--- config.mk ---
export PLATFORM = sky130hd
export DESIGN_NAME = rle_span_decoder
export DESIGN_NICKNAME = d
export VERILOG_FILES = /design/src/rtl/rle_vga_pkg.sv /design/src/rtl/rle_token_fifo.sv /design/src/rtl/rle_span_decoder.sv
export SDC_FILE = /design/constraint.sdc
export NUM_CORES = 1
export LEC_CHECK = 0
export CAP_MARGIN = 20
export CORE_UTILIZATION = 40
export CTS_CLUSTER_SIZE = 40
export DETAILED_ROUTE_END_ITERATION = 8
export GPL_TIMING_DRIVEN = 1
export PLACE_DENSITY_LB_ADDON = 0.15
export SLEW_MARGIN = 20
export SYNTH_ARGS = -nofsm -noshare
export SYNTH_HDL_FRONTEND = slang
export SYNTH_SLANG_ARGS = --single-unit
--- constraint.sdc ---
create_clock -name clk -period 3.53 [get_ports clk]
set_input_delay 1.059 -clock clk [delete_from_list [all_inputs] [get_ports clk]]
set_output_delay 1.059 -clock clk [all_outputs]
set_load 0.02 [all_outputs]
--- src/rtl/rle_vga_pkg.sv ---
// rle_vga_pkg: shared widths, token layout and decoder states for the RLE video path
package rle_vga_pkg;
    localparam int DEF_COLOUR_W = 6;
    localparam int DEF_RUN_W = 10;
    localparam logic [DEF_RUN_W-1:0] RUN_EOL = '1;
    typedef struct packed {
        logic [DEF_RUN_W-1:0] run;
        logic [DEF_COLOUR_W-1:0] colour;
    } token_t;
    typedef enum logic [1:0] {IDLE, RUN, EOL} dec_state_t;
endpackage

--- src/rtl/rle_token_fifo.sv ---
// rle_token_fifo: small token FIFO with wrap-bit pointers and a synchronous flush
module rle_token_fifo #(
    parameter int W = 16,
    parameter int DEPTH = 4
) (
    input  logic                     clk,
    input  logic                     rst,
    input  logic                     flush,
    input  logic                     push,
    input  logic                     pop,
    input  logic [W-1:0]             din,
    output logic [W-1:0]             dout,
    output logic                     full,
    output logic                     empty,
    output logic [$clog2(DEPTH):0]   level
);
    localparam int AW = $clog2(DEPTH);
    logic [W-1:0] mem [DEPTH];
    logic [AW:0] wr, rd;
    logic do_push, do_pop;
    assign do_push = push && !full;
    assign do_pop = pop && !empty;
    assign level = wr - rd;
    assign empty = wr == rd;
    assign full = (wr ^ rd) == {1'b1, {AW{1'b0}}};
    assign dout = mem[rd[AW-1:0]];
    always_ff @(posedge clk or posedge rst) begin
        if (rst) begin
            wr <= '0;
            rd <= '0;
        end else if (flush) begin
            wr <= '0;
            rd <= '0;
        end else begin
            if (do_push) wr <= wr + 1'b1;
            if (do_pop) rd <= rd + 1'b1;
        end
    end
    always_ff @(posedge clk) begin
        if (do_push && !flush) mem[wr[AW-1:0]] <= din;
    end
endmodule

--- src/rtl/rle_span_decoder.sv ---
// rle_span_decoder: expands buffered {run, colour} tokens into one registered colour per active pixel
import rle_vga_pkg::*;
module rle_span_decoder #(
    parameter int COLOUR_W = DEF_COLOUR_W,
    parameter int RUN_W = DEF_RUN_W,
    parameter int FIFO_DEPTH = 4
) (
    input  logic                          clk,
    input  logic                          rst,
    input  logic                          tok_valid,
    output logic                          tok_ready,
    input  logic [RUN_W+COLOUR_W-1:0]     tok_data,
    input  logic                          frame_start,
    input  logic                          line_start,
    input  logic                          pix_en,
    output logic [COLOUR_W-1:0]           colour_out,
    output logic                          underflow,
    output logic [$clog2(FIFO_DEPTH):0]   fifo_level
);
    localparam logic [RUN_W-1:0] RUN_ALL = '1;
    logic [RUN_W+COLOUR_W-1:0] head;
    logic [RUN_W-1:0] head_run, rem, rem_n;
    logic [COLOUR_W-1:0] head_col, cur, cur_n, colour_n;
    logic full, empty, push, pop, underflow_n;
    dec_state_t state, state_n, base;
    assign tok_ready = !rst && !full && !frame_start;
    assign push = tok_valid && tok_ready;
    assign {head_run, head_col} = head;
    rle_token_fifo #(.W(RUN_W + COLOUR_W), .DEPTH(FIFO_DEPTH)) u_fifo (
        .clk(clk),
        .rst(rst),
        .flush(frame_start),
        .push(push),
        .pop(pop),
        .din(tok_data),
        .dout(head),
        .full(full),
        .empty(empty),
        .level(fifo_level)
    );
    // line_start releases an end-of-line hold before this cycle's pixel is evaluated
    always_comb begin
        base = (line_start && state == EOL) ? IDLE : state;
        state_n = base;
        rem_n = rem;
        cur_n = cur;
        colour_n = '0;
        underflow_n = underflow;
        pop = 1'b0;
        if (frame_start) begin
            state_n = IDLE;
            rem_n = '0;
            underflow_n = 1'b0;
        end else if (pix_en) begin
            if (base == IDLE) begin
                if (empty) begin
                    underflow_n = 1'b1;
                end else begin
                    pop = 1'b1;
                    colour_n = head_col;
                    cur_n = head_col;
                    rem_n = head_run;
                    state_n = (head_run == RUN_ALL) ? EOL : (head_run != '0) ? RUN : IDLE;
                end
            end else begin
                colour_n = cur;
                if (base == RUN) begin
                    rem_n = rem - 1'b1;
                    state_n = (rem == RUN_W'(1)) ? IDLE : RUN;
                end
            end
        end
    end
    always_ff @(posedge clk or posedge rst) begin
        if (rst) begin
            state <= IDLE;
            rem <= '0;
            cur <= '0;
            colour_out <= '0;
            underflow <= 1'b0;
        end else begin
            state <= state_n;
            rem <= rem_n;
            cur <= cur_n;
            colour_out <= colour_n;
            underflow <= underflow_n;
        end
    end
endmodule

## Word-level counts from Yosys, hierarchy flattened

Memory sizes are Yosys's and may differ from the RTL's.
Cells that the tools add are included.

- Add/subtract/negate cells: 4
- Reduce and logical (&&, ||, !) cells: 22
- Multiplexer cells: 32
- Equality and inequality tests: 7
- Bitwise gates (word level): 3

Operator list:

| kind | number |
|---|---|
| 10-bit 2-to-1 mux | 5 |
| 6-bit 2-to-1 mux | 4 |
| 2-bit 2-to-1 mux | 7 |
| 1-bit 2-to-1 mux | 12 |
| 3-bit 2-to-1 mux | 4 |
| 10-bit by 1-bit equality test with 1-bit output (second input constant) | 1 |
| 10-bit equality test (second input constant) | 1 |
| 10-bit nonzero test | 1 |
| 2-bit nonzero test | 5 |
| 10-bit by 1-bit subtractor with 10-bit output (second input constant) | 1 |
| 1-bit logical AND | 7 |
| 3-bit by 1-bit adder with 3-bit output (second input constant) | 2 |
| 3-bit AND reduction | 2 |
| 1-bit logical NOT | 4 |
| 4-bit AND reduction | 1 |
| 3-bit equality test | 1 |
| 3-bit equality test (second input constant) | 1 |
| 3-bit inequality test (second input constant) | 1 |
| 3-bit nonzero test | 1 |
| 3-bit subtractor | 1 |
| 3-bit bitwise XOR | 1 |
| 2-bit by 1-bit equality test with 1-bit output (second input constant) | 1 |
| 2-bit equality test (second input constant) | 1 |
| 2-bit logical NOT | 1 |
| 1-bit NOT | 2 |

- Memories: 1
- Register bits: 31
- Bits in writable memories: 64
- Output and inout port bits: 11

Memory list:

| memory | depth | bits a word | rd ports | clocked after Yosys merged registers in | wr ports | line | text |
|---|---|---|---|---|---|---|---|
| u_fifo.mem | 4 | 16 | 1 | 0 | 1 | rle_token_fifo.sv:18 | `logic [W-1:0] mem [DEPTH];` |

## Depth between registers and ports, before layout

- Depth after elaboration: 10
- Mapped depth: 9
- Mapped depth without buffers: 6

## Cells and area by module

Synthesis repeated with hierarchy kept, for this count alone.

- Cells, all modules: 290
- Area total of the unflattened synthesis: 4,362.9 µm²

Modules (own cells, without submodules):

| module | instances | cells each | area each (µm²) | sequential area each (µm²) |
|---|---|---|---|---|
| rle_token_fifo | 1 | 150 | 2,904.0 | 2,072.0 |
| rle_span_decoder | 1 | 140 | 1,458.9 | 625.6 |

## Worst setup path after synthesis

OpenSTA, ideal clock, no wires.

- Kind: reg-to-output
- From: reg u_fifo.rd[1]
- To: out tok_ready
- Stages on the path, launching flop included: 7
- Arrival: 1.685 ns
- Buffers on the path: 2
- Slack: 0.786 ns
- Cell sequence: dfrtp_1 > buf_2 > buf_1 > inv_1 > ha_1 > nand2_1 > o21a_1

- Cells in the longest elaborated chain, start to end: 5

Ends and longest elaborated chain:

| item | line | text |
|---|---|---|
| start, declared | rle_token_fifo.sv:19 | `logic [AW:0] wr, rd;` |
| start signal, assigned | rle_token_fifo.sv:36 | `if (do_pop) rd <= rd + 1'b1;` |
| 3-bit bitwise XOR | rle_token_fifo.sv:25 | `assign full = (wr ^ rd) == {1'b1, {AW{1'b0}}};` |
| 3-bit equality test | rle_token_fifo.sv:25 |  |
| 1-bit logical NOT | rle_span_decoder.sv:26 | `assign tok_ready = !rst && !full && !frame_start;` |
| 1-bit logical AND (2 in a row) | rle_span_decoder.sv:26 |  |
| end, declared | rle_span_decoder.sv:11 | `output logic tok_ready,` |

No other way between the ends.

## Worst setup path after layout

- From: reg u_fifo.wr[0]
- To: out fifo_level[2]

- Cells in the longest elaborated chain, start to end: 1

Ends and longest elaborated chain:

| item | line | text |
|---|---|---|
| start, declared | rle_token_fifo.sv:19 |  |
| start signal, assigned | rle_token_fifo.sv:35 | `if (do_push) wr <= wr + 1'b1;` |
| 3-bit subtractor | rle_token_fifo.sv:23 | `assign level = wr - rd;` |
| end, declared | rle_span_decoder.sv:18 | `output logic [$clog2(FIFO_DEPTH):0] fifo_level` |

No other way between the ends.

==> impl_metrics.json <==
{
  "ir_drop_mv": 0.171,
  "use_met1": 0.235,
  "run_status": "complete, no violations",
  "synthMuxAreaShare": 0.0904,
  "place_ws_ns": -0.0297,
  "drv_slew": 0,
  "synth_simple_gate_area_frac": 0.0862,
  "grt-busiest-layer": "met2",
  "final-setup-viol-count": 0,
  "routed_wl_um": 8300,
  "synth_fp_nets": 321,
  "finalNetCount": 365,
  "die_x_um": 105,
  "post-synth-top-area-cell": "edfxtp_1",
  "grt_pass1_vias": 2582,
  "hp-start": "cur[5]",
  "hpwl_um": 5400,
  "reg2regPathDepth": 5,
  "htree_levels": 3,
  "worst_pin_slew_ns": 0.881,
  "core_mm2": 0.0103,
  "critPathArrivalTime_ns": 2.34,
  "io_pins": 33,
  "placed_area_mm2": 0.00477,
  "drc": 0,
  "final_cell_area_mm2": 0.00498,
  "post_synth.cell_area_avg_um2": 14.6,
  "required_ns": 2.47,
  "netlist-cell-type-count": 47,
  "synth_top_family_by_area": "compound AO/OA/AOI/OAI gates",
  "syn_to_final_growth_pct": 18.0,
  "holdCritPathClass": "reg2reg",
  "n_antenna_cell": 0,
  "grt_pass1_wl_um": 13600,
  "antenna_found_initial": 0,
  "synth_ff_type": "edfxtp_1",
  "hold_end": "colour_out[5]",
  "gr-usage-met2": 0.252,
  "cp-end-kind": "output pin",
  "layout_setup_ws_ns": 0.133,
  "period_share": 0.962,
  "p_per_area_mw_per_mm2": 520,
  "hold_violations": 0,
  "cts_made_buffers": 9,
  "yosys-top-cells-area": "edfxtp_1 (46%), dfrtp_1 (18%), mux4_2 (8.5%)",
  "drt_iter0_markers": 115,
  "vias_per_cell": 5.30,
  "layout_min_cycle_time_ns": 3.40,
  "fin_skew_ns": 0.0131,
  "cts-root-buf": "clkbuf_8",
  "seq_area_frac_synth": 0.639,
  "first_pass_iters": 6,
  "clk_pin_slew_ns": 0.08,
  "synth_edf_count": 64,
  "io_buffer_count": 32,
  "cap_violations": 0,
  "slew_headroom": 0.408,
  "die_area_mm2": 0.0110,
  "rsz0062_at_grt": "no",
  "worstReg2RegStart": "u_fifo.rd[0]",
  "cts.sink_count": 95,
  "crit_fanout": 5,
  "ys_warn_count": 0,
  "yosys.area_share.adder": 0.0314,
  "fp-row-count": 37,
  "synthCells": 289,
  "synth-compound-area-share": 0.118,
  "drive_above_1_share": 0.151,
  "crit_path_start_kind": "flip-flop",
  "holdPathStages": 1,
  "start_util": 0.411,
  "drtAntennaViolNets": 0,
  "synth_top_area_share": 0.455,
  "grt_overflow_total": 0,
  "reg2reg_to": "state[0]",
  "clock_latency_ns": 0.36,
  "ys_async_sr_fraction": 0.326,
  "grt.met3_usage": 0.0318,
  "n_fill_cell": 949,
  "p_leak_uw": 0.00185,
  "grt_usage": 0.165,
  "vias": 2507,
  "routabilityCongestion": 0.755,
  "grt_max_degree": 32,
  "post_cts_buffers": 0,
  "holdBufCountCts": 0,
  "die_h_um": 105,
  "synth-xor-area-share": 0.00622,
  "cts_buffer_depth": 2,
  "wire_per_inst_um": 17.5,
  "cts_tree": "built",
  "crit_type": "reg2out",
  "post_cts_resized": 1,
  "reg2reg_slack_ns": 1.04,
  "netlist_area_mm2": 0.00422,
  "ys_ff_latch": 95,
  "fmax_mhz": 294
}
## how the worst max path moves through the flow
stage          cells past startpoint       endpoint         start  slack (ns)
2_1_floorplan                      6      tok_ready  u_fifo.rd[1]        0.79
3_3_place_gp                       4      tok_ready   frame_start       -0.05
3_5_place_dp                       4      tok_ready   frame_start       -0.03
4_1_cts                            5  fifo_level[2]  u_fifo.wr[0]        0.11
5_1_grt                            5  fifo_level[2]  u_fifo.wr[0]        0.04
6_report                           5  fifo_level[2]  u_fifo.wr[0]        0.13
## placed cells by master (no fill, tap or decap), types with 4 or more instances in the layout
| cell | instances |
|---|---|
| clkbuf_8 | 9 |
| o2111ai_1 | 4 |
| buf_4 | 16 |
| nor2_1 | 9 |
| clkdlybuf4s50_1 | 31 |
| nor3_1 | 5 |
| nand3_1 | 8 |
| dfrtp_1 | 31 |
| o21ai_0 | 8 |
| ha_1 | 9 |
| edfxtp_1 | 64 |
| a21o_1 | 12 |
| inv_1 | 14 |
| nor2b_1 | 11 |
| o31ai_1 | 7 |
| o211ai_1 | 4 |
| a211o_1 | 6 |
| a21oi_1 | 11 |
| mux4_2 | 16 |
| and3_1 | 4 |
| nand3b_1 | 5 |
| nand4_1 | 6 |
## metrics by stage
| stage | cells | setup TNS [ns] | utilization | hold WS, ns | power, uW |
|---|---|---|---|---|---|
| floorplan | 289 | 0 | - | 0.450 | 1660 |
| global placement | 458 | -0.0451 | 0.464 | 0.460 | 1820 |
| detailed placement | 458 | -0.0297 | 0.464 | 0.458 | 1840 |
| CTS | 473 | 0 | 0.485 | 0.483 | 2620 |
| global route | 473 | 0 | 0.485 | 0.494 | 2720 |
| finish | 473 | 0 | 0.485 | 0.484 | 2590 |
## logic make-up (layout without fill, tap and decap cells)
logic type                 count (synthesis)  in the layout
buffers and inverters                     30             78
DFF                                       95             95
muxes                                     18             18
adders and majority gates                 10             10
and+or+nand+nor                           62             62
AOI/OAI and AO/OA                         71             71
xor gates and xnor gates                   3              3
## layer usage
layer / vias up / routed length, um
li1: 1214 / -
met1: 1231 / 4000
met2: 52 / 3860
met3: 10 / 327
met4: 0 / 109
met5: - / 0
## worst max-delay path, stage by stage, from the launching register on
cell             delay, ns
dfrtp_1               0.43
inv_1                 0.11
ha_1                  0.21
fa_1                  0.38
xnor2_1               0.22
clkdlybuf4s50_1       0.64
## final cells by class
class	count	area [um2]	share of cell area
Inverter	15	56.3	0.0113
Tap cell	136	170	0.0342
Sequential cell	95	2700	0.542
Clock buffer	9	124	0.0249
Clock inverter	6	91.3	0.0183
Timing Repair Buffer	48	439	0.0882
Multi-Input combinational cell	164	1400	0.282
## sequential cells by signal (all words and copies together) (netlist names)
name / count
colour_out: 6
cur: 6
rem: 10
u_fifo.mem: 64
state: 2
u_fifo.wr: 3
underflow: 1
u_fifo.rd: 3
## report_power, final
part	internal (uW)	switching [uW]	total, uW	leakage, uW
sequential	1260	53.3	1320	0.000995
clock	401	384	785	0.000110
combinational	227	263	490	0.000748
## cells in the mapped netlist (3+ instances only)
cell,number
nand3_1,8
clkbuf_1,11
a211o_1,6
nor2b_1,11
nand4_1,6
or3_1,3
o31ai_1,7
nand2b_1,3
a21oi_1,11
nor3_1,5
o21ai_1,3
o21ai_0,8
and3_1,4
nand3b_1,5
a21o_1,12
inv_1,14
dfrtp_1,31
edfxtp_1,64
ha_1,9
o211ai_1,4
o2111ai_1,4
mux4_2,16
a31oi_1,3
nor2_1,9
Power figures use the tool's default switching activity.
